==> src/rtl/uart_tx_feeder.sv <==
`default_nettype none
// ============================================================================
// Module   : uart_tx_feeder
// Brief    : FIFO-buffered launcher for a UART transmitter. It issues one
//            tx_start per frame and waits for tx_done_tick before the next.
//            Optional macro UART_TX_FEEDER_CTS_EN adds a synchronised cts gate.
// Revision : 1.0
// ============================================================================
module uart_tx_feeder #(
  parameter int DBIT   = 8,
  parameter int ADDR_W = 4
) (
  input  logic              clk,
  input  logic              reset,
  input  logic              wr,
  input  logic [DBIT-1:0]   w_data,
  output logic              full,
  output logic              empty,
  output logic [ADDR_W:0]   level,
  output logic              overflow_tick,
  output logic              tx_start,
  output logic [DBIT-1:0]   tx_data,
  input  logic              tx_done_tick,
`ifdef UART_TX_FEEDER_CTS_EN
  input  logic              cts,
`endif
  output logic              busy
);

  localparam int             c_DEPTH   = 1 << ADDR_W;
  localparam logic [ADDR_W:0] c_PTR_ONE = {{ADDR_W{1'b0}}, 1'b1};

  typedef enum logic [1:0] {
    S_IDLE  = 2'd0,
    S_START = 2'd1,
    S_BUSY  = 2'd2
  } state_t;

  state_t            r_state;
  state_t            w_state_next;

  logic [DBIT-1:0]   r_mem [c_DEPTH];
  logic [ADDR_W:0]   r_wr_ptr;
  logic [ADDR_W:0]   r_rd_ptr;
  logic              r_overflow;
  logic [DBIT-1:0]   r_tx_data;

  logic              w_full;
  logic              w_empty;
  logic              w_wr_accept;
  logic              w_pop;
  logic              w_tx_start;
  logic              w_busy;
  logic              w_cts_ok;

  // Extra pointer MSB separates "wrapped once" (full) from "caught up" (empty).
  assign w_full  = (r_wr_ptr[ADDR_W] != r_rd_ptr[ADDR_W]) &&
                   (r_wr_ptr[ADDR_W-1:0] == r_rd_ptr[ADDR_W-1:0]);
  assign w_empty = (r_wr_ptr == r_rd_ptr);

  // A same-cycle pop never frees a slot for a write: acceptance uses registered full.
  assign w_wr_accept = wr && !w_full;

`ifdef UART_TX_FEEDER_CTS_EN
  logic r_cts_meta;
  logic r_cts_sync;

  always_ff @(posedge clk or negedge reset) begin
    if (!reset) begin
      r_cts_meta <= 1'b0;
      r_cts_sync <= 1'b0;
    end else begin
      r_cts_meta <= cts;
      r_cts_sync <= r_cts_meta;
    end
  end

  assign w_cts_ok = r_cts_sync;
`else
  assign w_cts_ok = 1'b1;
`endif

  always_ff @(posedge clk) begin
    if (w_wr_accept) begin
      r_mem[r_wr_ptr[ADDR_W-1:0]] <= w_data;
    end
  end

  always_ff @(posedge clk or negedge reset) begin
    if (!reset) begin
      r_wr_ptr   <= '0;
      r_rd_ptr   <= '0;
      r_overflow <= 1'b0;
      r_tx_data  <= '0;
    end else begin
      r_overflow <= wr && w_full;
      if (w_wr_accept) begin
        r_wr_ptr <= r_wr_ptr + c_PTR_ONE;
      end
      if (w_pop) begin
        r_rd_ptr  <= r_rd_ptr + c_PTR_ONE;
        r_tx_data <= r_mem[r_rd_ptr[ADDR_W-1:0]];
      end
    end
  end

  always_ff @(posedge clk or negedge reset) begin
    if (!reset) begin
      r_state <= S_IDLE;
    end else begin
      r_state <= w_state_next;
    end
  end

  // tx_done_tick is only honoured in BUSY, so one done can release at most one launch.
  always_comb begin
    w_state_next = r_state;
    w_pop        = 1'b0;
    w_tx_start   = 1'b0;
    w_busy       = 1'b1;
    case (r_state)
      S_IDLE: begin
        w_busy = 1'b0;
        if (!w_empty && w_cts_ok) begin
          w_pop        = 1'b1;
          w_state_next = S_START;
        end
      end
      S_START: begin
        w_tx_start   = 1'b1;
        w_state_next = S_BUSY;
      end
      S_BUSY: begin
        if (tx_done_tick) begin
          w_state_next = S_IDLE;
        end
      end
      default: begin
        w_busy       = 1'b0;
        w_state_next = S_IDLE;
      end
    endcase
  end

  assign full          = w_full;
  assign empty         = w_empty;
  assign level         = r_wr_ptr - r_rd_ptr;
  assign overflow_tick = r_overflow;
  assign tx_start      = w_tx_start;
  assign tx_data       = r_tx_data;
  assign busy          = w_busy;

endmodule
`default_nettype wire

==> config.mk <==
export PLATFORM = sky130hd
export DESIGN_NAME = uart_tx_feeder
export DESIGN_NICKNAME = d
export VERILOG_FILES = /design/src/rtl/uart_tx_feeder.sv
export SDC_FILE = /design/constraint.sdc
export NUM_CORES = 1
export LEC_CHECK = 0
export BUFFER_PORTS_ARGS = -buffer_cell sky130_fd_sc_hd__buf_2
export CAP_MARGIN = 20
export CORE_MARGIN = 3
export CORE_UTILIZATION = 40
export DETAILED_ROUTE_END_ITERATION = 12
export GPL_TIMING_DRIVEN = 0
export PLACE_DENSITY = 0.6
export SYNTH_ARGS = -nofsm -noshare
export SYNTH_HDL_FRONTEND = slang
export SYNTH_SLANG_ARGS = --single-unit
==> constraint.sdc <==
create_clock -name clk -period 5.9 [get_ports clk]
set_input_delay 1.77 -clock clk [delete_from_list [all_inputs] [get_ports clk]]
set_output_delay 1.77 -clock clk [all_outputs]
set_load 0.05 [all_outputs]
Word level (Yosys, flattened, before mapping)
Memories as Yosys holds them, arrays and structs flattened. A register that Yosys moved wholly into a read port is not among the register bits.
Index checks and enable logic that the tools add are counted.
{"block": "classes", "add_sub_neg": 3, "eq_ne": 7, "mux": 9, "n_reduce_logical": 8}
{"op": "adder 5 x 1 -> 5 bit (second input constant)", "n": 2}
{"op": "two-way mux 1 bit", "n": 6}
{"op": "one-hot mux 2 bit (3 select lines)", "n": 1}
{"op": "== test 5 bit", "n": 1}
{"op": "subtractor 5 bit", "n": 1}
{"op": "== test 4 bit", "n": 1}
{"op": "two-way mux 2 bit", "n": 2}
{"op": "inequality test 2 bit (second input constant)", "n": 2}
{"op": "logical AND 1 bit", "n": 3}
{"op": "== test 2 x 1 -> 1 bit (second input constant)", "n": 1}
{"op": "== test 2 bit (second input constant)", "n": 1}
{"op": "zero test 1 bit", "n": 2}
{"op": "zero test 2 bit", "n": 1}
{"op": "AND reduction 2 bit", "n": 1}
{"op": "OR reduction 2 bit", "n": 1}
{"op": "inequality test 1 bit", "n": 1}
{"block": "totals", "ff_bits": 13, "mem_bits_rw": 128, "in_bits": 12, "out_inout_bits": 18, "elab_cells": 32, "mem_count": 1}
{"name": "r_mem", "words": 16, "width": 8, "read_ports": 1, "rd_clocked_by_memory_dff": 1, "write_ports": 1, "line_no": "42", "source": "logic [DBIT-1:0] r_mem [c_DEPTH];"}

Logic depth before layout (Yosys ltp)
{"block": "depth", "word_depth": 6, "depth_mapped": 10}

Least setup slack after synthesis
OpenSTA, ideal clock, no wires.
{"block": "synth_path", "path_kind": "register -> output", "start": "register r_rd_ptr[1]", "end": "output level[3]", "arrival_time_ps": 2212, "path_slack_ps": 1918, "stages_incl_launch_ff": 9, "path_cell_list": "dfrtp_1 -> buf_6 -> buf_6 -> buf_4 -> inv_1 -> ha_1 -> a21o_1 -> a21oi_1 -> xnor2_1"}
{"block": "synth_via", "elab_chain_cells": 1}
{"element": "start, declared", "line_no": "44", "source": "logic [ADDR_W:0] r_rd_ptr;"}
{"element": "start signal, assigned", "line_no": "101", "source": "r_rd_ptr <= r_rd_ptr + c_PTR_ONE;"}
{"element": "subtractor 5 bit", "line_no": "147", "source": "assign level = r_wr_ptr - r_rd_ptr;"}
{"element": "end, declared", "line_no": "19", "source": "output logic [ADDR_W:0] level,"}
No other way between the ends.

Worst setup path after layout
{"block": "layout_path", "start": "register r_rd_ptr[1]", "end": "output level[4]"}
The elaborated chain is that of the path after synthesis.

==> summary.md <==
| Metric | Value |
|---|---|
| Synth area leader | `edfxtp_1` |
| Sequential area share after synthesis | `between 70% and 80%` |
| Syn Nets | `between 300 and 400` |
| CTS Hold Bufs | `0` |
| Reg power frac | `33.5%` |
| GP Congestion | `0.791` |
| Yosys warning total | `0` |
| Max Fclk | `223 MHz` |
| Flop2flop setup slack | `2.43 ns` |
| Max-slew headroom at the worst pin | `41.0%` |
| Ant diodes | `0` |
| Peak supply drop | `0.000538 V` |
| Final min period | `4.48 ns` |
| Synth async-reset ratio | `between 10 and 15%` |
| Grt ovf | `0` |
| Type of origin of the critical path | `flop` |
| Unrepaired setup endpoints after global routing | `false` |
| Die span in x | `129 um` |
| Worst Hold Depth | `1` |
| Outcome | `finished, final reports clean` |
| Worst Skew | `0.00658 ns` |
| Top FF cell, synth | `edfxtp_1` |
| Clock Path Buffers | `2` |
| TritonCTS clock tree | `yes` |
| Number of synthesized register bits | `about 150` |
| Std cell rows | `44` |
| Pint | `approximately 2600 uW` |
| Final setup TNS | `0 ns` |
| Post-synth EDFFs | `128` |
| Via density | `about 5.3` |
| Leakage power | `approximately 0.0026 uW` |
| Initial antenna violation count | `0` |
| Clk sinks | `149` |
| Hpwl dp | `8060 um` |
| Power Density | `about 580 nW/um2` |
| Mapped cell area | `between 6000 and 7000 um2` |
| Most common cell on crit path | `buf_6` |
| Core area | `14700 um2` |
| Final ANT Viol Nets | `0` |
| Initial core utilization | `41.3%` |
| Commonest non-fill, non-tap cell in the layout | `edfxtp_1` |
| Min-Delay Path Class | `reg -> reg` |
| Hold Vio Cnt, Final | `0` |
| Wire per inst | `20.5 um` |
| Count of different cell masters after synthesis | `36` |
| Clk_lat worst skew | `a little over 0.4 ns` |
| Post-CTS Setup Bufs | `0` |
| Net Sw Power | `approximately 1500 uW` |
| Cells after synthesis | `between 300 and 400` |
| Most frequent cells in the layout | `edfxtp_1 (128), buf_2 (36), mux2i_1 (32)` |
| Hold EP | `r_rd_ptr[4]` |
| Bufs and invs on worst path | `5` |
| Reg2Reg Capture Point | `r_mem[2][3]` |
| IO Count | `30` |
| Max Slew Vio Count | `0` |
| DRT Wirelength | `12300 um` |
| Clock root cell | `clkbuf_16` |
| Port bufs | `29` |
| Sw Ratio | `between 30% and 40%` |
| FF-to-FF path depth | `10` |
| CTS buffer count | `17` |
| Max-cap check violation count | `0` |
| Share of layout cells above drive strength 1 | `22.4%` |
| Worst-margin pin slew | `0.882 ns` |
| Setup crit start | `r_rd_ptr[1]` |
| Worst setup path class | `reg -> out` |
| Type of element capturing the critical path | `primary output` |
| Largest cells by area after synthesis | `edfxtp_1 (63%), dfrtp_1 (8.7%), mux2i_1 (5.3%)` |
| DRC | `0` |
| Slowest-stage cell, CP | `fa_1` |
| Post-cts sizing count | `0` |
| CTS H-tree depth | `4` |
| First-pass GRT wire length | `18500 um` |
| # setup viols final | `0` |
| CP arrival | `approximately 2.7 ns` |
| Clock power frac | `28.6%` |
| Reg-to-Reg Start | `r_rd_ptr[1]` |
| Tcrit/Tclk final | `approximately 76%` |
| Comb power frac | `37.8%` |
| Syn-to-layout area delta | `17.5%` |
| Crit Path Max Fanout | `10` |
| Die Area | `16700 um2` |
| Drt initial violations | `about 300` |
| Via count | `between 3k and 4k` |
| Vias in the first global route | `roughly 3.1k` |
| Post-synth top area share | `63.4%` |
| Crit-path cells | `buf_6 > buf_6 > buf_4 > inv_1 > fa_1 > a21o_1 > a21oi_1 > xnor2_1 > buf_2` |
| Largest net degree at the start of global routing | `22` |
| Initial DRT Pass Iterations | `4` |
| Chip height | `129 um` |
| Clk slew on worst S/H paths | `approximately 0.06 ns` |
| Avg Synthesized Cell Area | `between 15 and 20 um2` |
| Gr usage total | `15.6%` |
| WHS | `0.530 ns` |
| Required time of the worst setup path | `4.13 ns` |
| Top Family by Delay on Critical Path | `buffers and inverters` |
| Hold Startpoint | `r_rd_ptr[4]` |
| Fin nets | `428` |
| Crit-path max cell delay | `0.44 ns` |
==> sequential cells by signal, summed over array words and instances, names as in the netlist <==
| signal | count |
|---|---|
| overflow_tick | 1 |
| r_mem | 128 |
| r_rd_ptr | 5 |
| r_state | 2 |
| r_wr_ptr | 5 |
| tx_data | 8 |
==> Yosys cell counts (3+ instances only) <==
master / n
a21oi_1: 3
a22oi_1: 8
a31oi_1: 8
buf_2: 5
buf_6: 5
dfrtp_1: 21
edfxtp_1: 128
ha_1: 12
inv_1: 11
mux2i_1: 32
mux4_2: 14
nand2_1: 8
nand4_1: 5
nor2_1: 30
nor3_1: 5
o21ai_0: 3
o22ai_1: 16
xnor2_1: 10
xor2_1: 3
==> worst register-to-register path: stages (launching register included) <==
cell,delay [ns]
dfrtp_1,0.37
buf_6,0.15
buf_6,0.20
buf_4,0.25
inv_1,0.13
ha_1,0.33
and4_1,0.24
a21oi_2,0.40
nand2_1,0.21
nor3_1,0.65
buf_4,0.27
==> per-stage QoR <==
stage	utilization [%]	cell area [um2]	setup slack, ns	std cells	power, uW
after floorplan	-	6070	1.92	351	2600
after global placement	43.8	6440	1.85	564	2960
after detailed placement	44.0	6470	1.84	568	2990
after CTS	48.5	7120	1.38	599	4180
after global routing	48.5	7120	1.27	599	4360
final	48.5	7120	1.42	599	4150
==> how the worst max path moves through the flow <==
stage / to / slack (ns) / cells past startpoint
detailed placement: level[4] / 1.84 / 9
finish: level[4] / 1.42 / 9
global placement: level[4] / 1.85 / 9
floorplan: level[3] / 1.92 / 8
CTS: level[4] / 1.38 / 9
global route: level[4] / 1.27 / 9
==> layer usage <==
| metal | vias to the layer above | track usage [%] | routed length [um] |
|---|---|---|---|
| met5 | - | 0 | 0 |
| met4 | 0 | 5.44 | 155 |
| met3 | 11 | 3.75 | 601 |
| met2 | 70 | 23.4 | 5720 |
| met1 | 1605 | 22.5 | 5790 |
| li1 | 1465 | - | - |
==> power by group through the flow <==
stage	combinational, uW	clock, uW	sequential (uW)
floorplan	1110	0	1490
global placement	1560	0	1410
detailed placement	1580	0	1410
CTS	1580	1210	1390
global route	1700	1260	1410
finish	1570	1190	1390
==> cell type report <==
| cell class | count | area (um2) |
|---|---|---|
| clock buffer | 17 | 425 |
| buffer | 16 | 128 |
| sequential | 149 | 4370 |
| tap | 184 | 230 |
| inverter | 11 | 41.3 |
| multi-input combinational | 175 | 1530 |
| fill | 1195 | 7570 |
| timing repair buffer | 33 | 170 |
| clock inverter | 14 | 233 |
==> cells by family (layout without fill, tap and decap cells) <==
group	after synthesis	count (layout)	share of synthesized area, %
simple gates	57	57	4.31
compound gates	43	43	4.66
buf+inv	27	91	2.78
xor+xnor	13	13	1.88
flops	149	149	72.0
mux	49	49	11.5
fa+ha+maj	13	13	2.81
(Power assumes the default switching activity.)
